### config.mk
export PLATFORM = sky130hd
export DESIGN_NAME = fifo_sram_ctrl
export DESIGN_NICKNAME = d
export VERILOG_FILES = /design/src/rtl/fifo_sram_ctrl.sv
export SDC_FILE = /design/constraint.sdc
export NUM_CORES = 1
export LEC_CHECK = 0
export ABC_AREA = 1
export BUFFER_PORTS_ARGS = -buffer_cell sky130_fd_sc_hd__buf_2
export CAP_MARGIN = 25
export CORE_MARGIN = 3
export CORE_UTILIZATION = 50
export CTS_BUF_LIST = sky130_fd_sc_hd__clkbuf_8
export DETAILED_ROUTE_END_ITERATION = 6
export GPL_ROUTABILITY_DRIVEN = 1
export PLACE_DENSITY = 0.9
export SYNTH_ARGS = -nofsm -noshare
export SYNTH_HDL_FRONTEND = slang
export SYNTH_SLANG_ARGS = --single-unit
### constraint.sdc
create_clock -name clk -period 2.7 [get_ports clk]
set_clock_uncertainty 0.15 [all_clocks]
set_input_delay 0.54 -clock clk [delete_from_list [all_inputs] [get_ports clk]]
set_output_delay 0.54 -clock clk [all_outputs]
set_load 0.02 [all_outputs]
### src/rtl/fifo_sram_ctrl.sv
// rtl/fifo_sram_ctrl.sv - circular-buffer FIFO controller for a registered-read SRAM macro
module fifo_sram_ctrl #(
    parameter int DATA_WIDTH = 8,
    parameter int BUS_WIDTH  = 8,
    parameter int AFULL_TH   = 2**BUS_WIDTH - 2,
    parameter int AEMPTY_TH  = 2
) (
    input  logic                  clk,
    input  logic                  rst,
    input  logic                  push,
    input  logic [DATA_WIDTH-1:0] wr_data,
    input  logic                  pop,
    input  logic                  flush,
    output logic [DATA_WIDTH-1:0] rd_data,
    output logic                  rd_valid,
    output logic                  full,
    output logic                  empty,
    output logic                  almost_full,
    output logic                  almost_empty,
    output logic [BUS_WIDTH:0]    count,
    output logic                  overflow,
    output logic                  underflow,
    output logic                  sram_cs,
    output logic                  sram_rd_en,
    output logic                  sram_wr_en,
    output logic [BUS_WIDTH-1:0]  sram_read_addr,
    output logic [BUS_WIDTH-1:0]  sram_write_addr,
    output logic [DATA_WIDTH-1:0] sram_din,
    input  logic [DATA_WIDTH-1:0] sram_dout
);
    localparam int DEPTH = 2**BUS_WIDTH;

    logic [BUS_WIDTH:0] wr_ptr_q, wr_ptr_d;
    logic [BUS_WIDTH:0] rd_ptr_q, rd_ptr_d;
    logic [BUS_WIDTH:0] count_q, count_d;
    logic               rd_valid_q, rd_valid_d;
    logic               overflow_q, overflow_d;
    logic               underflow_q, underflow_d;
    logic               accept_en, push_ok, pop_ok;

    assign full         = (count_q == (BUS_WIDTH+1)'(DEPTH));
    assign empty        = (count_q == '0);
    assign almost_full  = (int'(count_q) >= AFULL_TH);
    assign almost_empty = (int'(count_q) <= AEMPTY_TH);
    assign count        = count_q;
    assign overflow     = overflow_q;
    assign underflow    = underflow_q;

    // Reset and flush both swallow requests, so no strobe or error can escape them.
    assign accept_en = !rst && !flush;
    assign pop_ok    = accept_en && pop && !empty;
    assign push_ok   = accept_en && push && (!full || pop_ok);

    always_comb begin
        wr_ptr_d    = wr_ptr_q;
        rd_ptr_d    = rd_ptr_q;
        count_d     = count_q;
        rd_valid_d  = 1'b0;
        overflow_d  = 1'b0;
        underflow_d = 1'b0;
        if (rst) begin
            wr_ptr_d = '0;
            rd_ptr_d = '0;
            count_d  = '0;
        end else if (flush) begin
            rd_ptr_d = wr_ptr_q;
            count_d  = '0;
        end else begin
            if (push_ok) wr_ptr_d = wr_ptr_q + 1'b1;
            if (pop_ok)  rd_ptr_d = rd_ptr_q + 1'b1;
            case ({push_ok, pop_ok})
                2'b10:   count_d = count_q + 1'b1;
                2'b01:   count_d = count_q - 1'b1;
                default: count_d = count_q;
            endcase
            rd_valid_d  = pop_ok;
            overflow_d  = push && !push_ok;
            underflow_d = pop && !pop_ok;
        end
    end

    always_ff @(posedge clk) begin
        wr_ptr_q    <= wr_ptr_d;
        rd_ptr_q    <= rd_ptr_d;
        count_q     <= count_d;
        rd_valid_q  <= rd_valid_d;
        overflow_q  <= overflow_d;
        underflow_q <= underflow_d;
    end

    // Read enable stays high through the data-return cycle so the macro keeps Dout driven.
    assign rd_valid        = rd_valid_q && !rst;
    assign sram_rd_en      = (pop_ok || rd_valid_q) && !rst;
    assign sram_wr_en      = push_ok;
    assign sram_cs         = sram_rd_en || sram_wr_en;
    assign sram_read_addr  = rd_ptr_q[BUS_WIDTH-1:0];
    assign sram_write_addr = wr_ptr_q[BUS_WIDTH-1:0];
    assign sram_din        = wr_data;
    assign rd_data         = rd_valid ? sram_dout : '0;
endmodule

==> implementation parameters, run 1 <==
Parameter                              Value

Power and ir drop
  Total design power ... 0.0009372 W
  Part of the total power dissipated in sequential elements ... 45.8%
  Internal power contribution ... 0.0006767 W
  VDD IR max ... 0.2690 mV
  NetSw ... 0.0002605 W
  Clock group share of total power ... 37.4%
  Switch share ... 27.79%
  PwrDens ... 384.9 mW/mm^2
  Leakage power summed over all cells ... 1.260 nW
  Comb pwr share ... 16.8%

Clock network
  Clock buffer count from CTS ... 3
  CTS clock-pin slew for the worst setup and hold paths ... 0.11 ns
  Clock sink count ... 28
  Root Driver ... sky130_fd_sc_hd__clkbuf_8
  Clock buffer depth ... 2
  Post-CTS Hold Fix Bufs ... 0
  CTS tree ... yes
  # H-tree levels ... 1
  Clock latency on the worst-skew pair ... 0.29 ns

Floorplan
  Height of the die ... 66.78 um
  Effective utilization at floorplan ... 53.65%
  Width of the die ... 66.78 um
  Number of I/O pins ... 72
  Cell row count ... 21
  Die footprint ... 0.004459 mm^2
  Area of the core ... 0.003442 mm^2

Yosys
  Count of different cell masters after synthesis ... 31
  Synthesis-stage register bit count ... 28
  Biggest area contributors in the synthesized netlist ... sky130_fd_sc_hd__dfxtp_1 (30%), sky130_fd_sc_hd__nand2_1 (12%), sky130_fd_sc_hd__nor2_1 (8.1%), sky130_fd_sc_hd__ha_1 (6.1%), sky130_fd_sc_hd__inv_1 (5.9%)
  Share of the yosys chip area belonging to registers ... 30.35%
  Area of the mapped netlist ... 0.001847 mm^2
  Mapped Nets ... 300
  Commonest cells post-synth ... sky130_fd_sc_hd__nand2_1 (57), sky130_fd_sc_hd__nor2_1 (40), sky130_fd_sc_hd__inv_1 (29)
  Post-synthesis cell count ... 269
  Synth warn ... 0
  Synth async-reset ratio ... 0%
  Ys flop type ... sky130_fd_sc_hd__dfxtp_1
  Most used standard cell by instance count after synthesis ... sky130_fd_sc_hd__nand2_1
  Post-synthesis cell type with the largest combined area ... sky130_fd_sc_hd__dfxtp_1
  Post-Syn Area per Cell ... 6.865 um^2
  Post-synth EDFFs ... 0
  Fraction of post-synthesis cell area in the top cell type by area ... 30.35%

Finish
  Non-Filler Cell Area, Final ... 0.002435 mm^2
  Nets ... 362
  Antenna cell count ... 0
  Filler-free cell count of the finished design ... 376
  Filler cell count ... 246
  Fraction of final layout cells with drive strength greater than 1 ... 35.15%
  Area growth syn-to-layout ... 31.84%

Placed design
  Cell area after placement ... 0.002126 mm^2
  Number of buffers added on ports ... 55
  Number of cells in the design after placement ... 362
  Placed wire-length estimate after detailed placement ... 3596 um
  Worst setup slack before clock tree synthesis ... -0.05320 ns
  Final estimated routing congestion in global placement ... 0.8898

STA
  Number of hold-slack violations in the final timing report ... 0
  Final WS setup ... -0.05238 ns
  Period minus WS final ... 2.752 ns
  Relative slew slack ... 74.70%
  RSZ-0062 raised after global routing ... yes
  Max Slew Vio Count ... 0
  Highest attainable clock frequency ... 363.3 MHz
  Accumulated negative setup slack ... -0.05238 ns
  Share of the clock period used by the worst path after layout ... 101.9%
  Tightest Pin Transition ... 0.3700 ns
  Setup violators final ... 1

Worst setup path
  Start of the worst register-to-register path ... count[4]
  CP Capture Type ... flip-flop
  Reg-to-reg endpoint ... count[8]
  Worst Path Arrival ... 2.79 ns
  Cell breakdown of the critical path ... nor2_4 > nand3_4 > o21bai_4 > inv_6 > nand2_4 > clkinvlp_4 > fa_2 > nand3_1 > nand2_2 > nand2_2 > nand3_1 > nand2_1 > nand3_1 > nand2_1 > nor2_1
  Slowest library cell on the worst path ... sky130_fd_sc_hd__fa_2
  CP bufs+invs ... 2
  Required time at the worst-slack endpoint ... 2.74 ns
  CP dominant cell by count ... sky130_fd_sc_hd__nand3_1
  R2R Setup Slk ... -0.05 ns
  CP startpoint kind ... flip-flop
  Count of cells along the worst register-to-register path ... 15
  Worst Path Class, Setup ... reg -> reg
  Critical path's largest stage delay ... 0.50 ns
  Maximum net fanout on the critical path ... 7
  Kind of cell adding the most delay to the critical path ... simple AND/OR/NAND/NOR gates

GRT
  Pin count of the biggest net entering global routing ... 17
  Grt met2 use ... 38.24%
  Peak-usage layer in the global routing report ... met2
  Aggregate global-route resource usage ... 22.55%
  GR met3 Demand/Resource ... 3.204%
  Met1 layer usage reported by global route ... 28.00%
  Antenna violations before repair ... 0
  Wire length of the first global-routing pass ... 7831 um
  Remaining global-route overflow ... 0
  Number of global-route vias before repair ... 1,709

Run status
  Violated checks ... setup timing
  Run status ... complete, but fails checks

Job
  Number of maximum-capacitance violations ... 0

Route
  Drt via density ... 5.673
  Drc violations ... 0
  Antenna violation net count after detailed routing ... 0
  First drt pass iteration count ... 5
  DR vias ... 2,133
  Total wire length ... 6061 um
  Avg WL per Cell ... 16.12 um
  Violation count after the first detailed-routing iteration ... 274

Hold path
  Instance count along the most critical hold path ... 2
  Hold crit path type ... reg -> reg
  Hold Path End ... wr_ptr_q[5]
  Launch instance of the worst min-delay path ... wr_ptr_q[5]
==> flip-flops by register name, indices dropped and copies added, names as in the netlist <==
name        flops
count           9
overflow        1
rd_ptr_q        8
rd_valid_q      1
underflow       1
wr_ptr_q        8
==> power groups by stage <==
stage,clock [W],combinational (W),sequential (W)
after floorplan,0,0.0000970,0.000446
after global placement,0,0.000126,0.000438
after detailed placement,0,0.000128,0.000438
after CTS,0.000342,0.000130,0.000429
after global routing,0.000361,0.000168,0.000431
final,0.000351,0.000157,0.000430
==> per-stage QoR <==
step / hold slack [ns] / utilization, %
after floorplan: 0.4133 / -
after global placement: 0.3284 / 61.76
after detailed placement: 0.3514 / 61.76
after CTS: 0.3674 / 63.83
after global routing: 0.4045 / 70.74
final: 0.3728 / 70.74
==> cell usage in the layout (no fill, tap or decap), types with 6 or more instances in the layout <==
cell type / synthesis / final
sky130_fd_sc_hd__inv_1: 29 / 27
sky130_fd_sc_hd__dfxtp_1: 28 / 23
sky130_fd_sc_hd__buf_2: 1 / 55
sky130_fd_sc_hd__nand2_1: 57 / 52
sky130_fd_sc_hd__buf_4: 10 / 16
sky130_fd_sc_hd__o21ai_1: 7 / 7
sky130_fd_sc_hd__nand2_2: 2 / 6
sky130_fd_sc_hd__a21oi_1: 17 / 15
sky130_fd_sc_hd__nand3_1: 19 / 18
sky130_fd_sc_hd__xor2_1: 12 / 12
sky130_fd_sc_hd__nor2_1: 40 / 34
==> repair_timing <==
action	in CTS	in global routing
setup endpoints to repair	0	5
buffers inserted	0	10
hold endpoints to repair	0	0
resized for setup	0	42
==> layer usage <==
layer	vias to the layer above	wire (um)
met2	137	2872
met3	35	575
li1	981	-
met4	0	318
met1	980	2294
met5	-	0
==> worst min-delay path, stage by stage (launching register included) <==
cell and delay, ns:
sky130_fd_sc_hd__dfxtp_1 0.36, sky130_fd_sc_hd__nand2_1 0.08, sky130_fd_sc_hd__a21oi_1 0.05
==> worst max path at each step <==
stage,start,endpoint,depth (start not counted)
final,count[4],count[8],15
after floorplan,rst,count[7],13
after global placement,flush,count[7],13
after global routing,count[5],count[8],15
after detailed placement,flush,count[8],18
after CTS,count[5],count[8],17
==> logic make-up after synthesis <==
logic type	share of synthesized area, %
DFF	30.35
adders and majority gates	7.182
and+or+nand+nor	29.81
AOI/OAI and AO/OA	12.60
xor gates and xnor gates	7.114
buffers and inverters	12.94
==> layout make-up <==
type,instances,area (um^2),area share (%)
Inverter,32,132.6,5.447
Tap cell,46,57.56,2.364
Sequential cell,28,574.3,23.59
Clock buffer,3,41.29,1.696
Clock inverter,1,30.03,1.233
Multi-Input combinational cell,193,1181,48.51
Timing Repair Buffer,73,417.9,17.16
Note: power is estimated with default switching activity, not from simulation.
==> run 2, diff against run 1 <==
Settings changed: BUFFER_PORTS_ARGS -buffer_cell sky130_fd_sc_hd__buf_2 to -buffer_cell sky130_fd_sc_hd__buf_4.
Clock period 2.7 ns to 2.6 ns, I/O delays scaled along.
==> implementation parameters, run 2 (synthesis results as in run 1) <==
Parameter                              Value

Run status
  Run status ... finished, final reports clean

Clock network
  CTS tree ... yes
  Clock sink count ... 28
  # H-tree levels ... 1
  Clock buffer count from CTS ... 3
  CTS clock-pin slew for the worst setup and hold paths ... 0.10 ns
  Root Driver ... sky130_fd_sc_hd__clkbuf_8
  Clock latency on the worst-skew pair ... 0.28 ns
  Clock buffer depth ... 2

Placed design
  Placed wire-length estimate after detailed placement ... 3839 um
  Number of buffers added on ports ... 55
  Final estimated routing congestion in global placement ... 0.8730
  Worst setup slack before clock tree synthesis ... -0.06609 ns

STA
  Share of the clock period used by the worst path after layout ... 95.78%
  Tightest Pin Transition ... 0.3819 ns
  Max Slew Vio Count ... 0
  Relative slew slack ... 73.88%
  Number of hold-slack violations in the final timing report ... 0
  Final WS setup ... 0.1097 ns
  Setup violators final ... 0
  Highest attainable clock frequency ... 401.6 MHz
  Period minus WS final ... 2.490 ns

Route
  DR vias ... 2,039
  Violation count after the first detailed-routing iteration ... 120
  Total wire length ... 5369 um
  Drc violations ... 0
  Avg WL per Cell ... 14.24 um
  Antenna violation net count after detailed routing ... 0
  Drt via density ... 5.408
  First drt pass iteration count ... 4

Worst setup path
  Launch point of the critical path ... count[7]
  CP Capture Type ... flip-flop
  Endpoint of the most critical setup path ... count[8]
  Start of the worst register-to-register path ... count[7]
  Worst Path Class, Setup ... reg -> reg
  Maximum net fanout on the critical path ... 7
  CP startpoint kind ... flip-flop
  Count of cells along the worst register-to-register path ... 16
  Required time at the worst-slack endpoint ... 2.64 ns
  R2R Setup Slk ... 0.11 ns
  Worst Path Arrival ... 2.53 ns
  Reg-to-reg endpoint ... count[8]

Finish
  Area growth syn-to-layout ... 32.45%
  Antenna cell count ... 0
  Highest-count cells in the layout ignoring fill and taps ... sky130_fd_sc_hd__buf_4 (74), sky130_fd_sc_hd__nand2_1 (53), sky130_fd_sc_hd__nor2_1 (39)
  Filler cell count ... 242
  Fraction of final layout cells with drive strength greater than 1 ... 28.70%
  Nets ... 363
  Number of flip-flops under the largest register name ... 9
  Most frequent standard cell in the layout excluding fill and tap cells ... sky130_fd_sc_hd__buf_4

Floorplan
  Cell row count ... 21
  Effective utilization at floorplan ... 53.65%
  Die footprint ... 0.004459 mm^2
  Area of the core ... 0.003442 mm^2
  Number of I/O pins ... 72
  Height of the die ... 66.78 um
  Width of the die ... 66.78 um

Power and ir drop
  Leakage power summed over all cells ... 1.290 nW
  VDD IR max ... 0.1973 mV
  PwrDens ... 394.5 mW/mm^2
  Total design power ... 0.0009651 W

Job
  Number of maximum-capacitance violations ... 0

GRT
  Pin count of the biggest net entering global routing ... 17
  Remaining global-route overflow ... 0
  Number of global-route vias before repair ... 1,928
  Wire length of the first global-routing pass ... 8569 um
  Antenna violations before repair ... 0
  Aggregate global-route resource usage ... 24.74%

Hold path
  Hold crit path type ... reg -> reg
run 2: power breakdown:
group	internal [W]	switching [W]
clock network	0.000206	0.000147
logic	0.0000692	0.0000987
registers	0.000437	0.00000712
run 2: how the worst min path moves through the flow:
stage                      startpoint           to  slack [ns]  cells after the start
after floorplan           wr_ptr_q[6]  wr_ptr_q[6]        0.41                      2
after global placement    wr_ptr_q[6]  wr_ptr_q[6]        0.33                      2
after detailed placement  wr_ptr_q[6]  wr_ptr_q[6]        0.34                      2
after CTS                 rd_ptr_q[1]  rd_ptr_q[1]        0.37                      2
after global routing      wr_ptr_q[5]  wr_ptr_q[5]        0.39                      2
final                     rd_ptr_q[1]  rd_ptr_q[1]        0.37                      2
run 2: area by class of cell:
type                       instances  area, um^2  share of cell area (%)
timing repair buffer              74       555.5                   22.71
sequential                        28       561.8                   22.97
multi-input combinational        193        1072                   43.84
inverter                          32       127.6                   5.217
clock inverter                     1       30.03                   1.228
clock buffer                       3       41.29                   1.688
tap                               46       57.56                   2.353
run 2: repair_timing:
| action | in CTS | in global routing |
|---|---|---|
| pin swaps | 3 | 5 |
| gates resized for setup | 4 | 8 |
| hold buffers | 0 | 0 |
| setup buffers | 0 | 0 |
| setup endpoints to repair | 1 | 3 |
run 2: routing by layer:
metal / GRT usage [%] / vias to the layer above / share of wire (%)
met4: 11.17 / 0 / 2.8
met5: 0 / - / 0
met3: 3.879 / 19 / 8.0
li1: - / 977 / -
met1: 30.70 / 943 / 40
met2: 41.71 / 100 / 49
run 2: critical path, stage by stage (launching register included):
cell,delay (ns)
sky130_fd_sc_hd__dfxtp_1,0.33
sky130_fd_sc_hd__nor2_1,0.16
sky130_fd_sc_hd__nand2_2,0.12
sky130_fd_sc_hd__o21bai_4,0.22
sky130_fd_sc_hd__inv_6,0.05
sky130_fd_sc_hd__nand2_4,0.07
sky130_fd_sc_hd__inv_4,0.06
sky130_fd_sc_hd__buf_4,0.14
sky130_fd_sc_hd__fa_2,0.35
sky130_fd_sc_hd__nand3_1,0.12
sky130_fd_sc_hd__nand2_2,0.10
sky130_fd_sc_hd__nand2_2,0.11
sky130_fd_sc_hd__nand3_1,0.11
sky130_fd_sc_hd__nand2_2,0.10
sky130_fd_sc_hd__nand3_1,0.09
sky130_fd_sc_hd__nand2_1,0.09
sky130_fd_sc_hd__nor2_1,0.04
run 2: metrics by stage:
step,area [um^2],utilization (%),hold WS [ns],TNS [ns],instances
2_1_floorplan,1847,-,0.4133,0,269
3_3_place_gp,2346,68.16,0.3339,0,373
3_5_place_dp,2346,68.16,0.3445,-0.1205,373
4_1_cts,2425,70.45,0.3677,0,377
5_1_grt,2446,71.07,0.3912,-0.01605,377
6_report,2446,71.07,0.3716,0,377
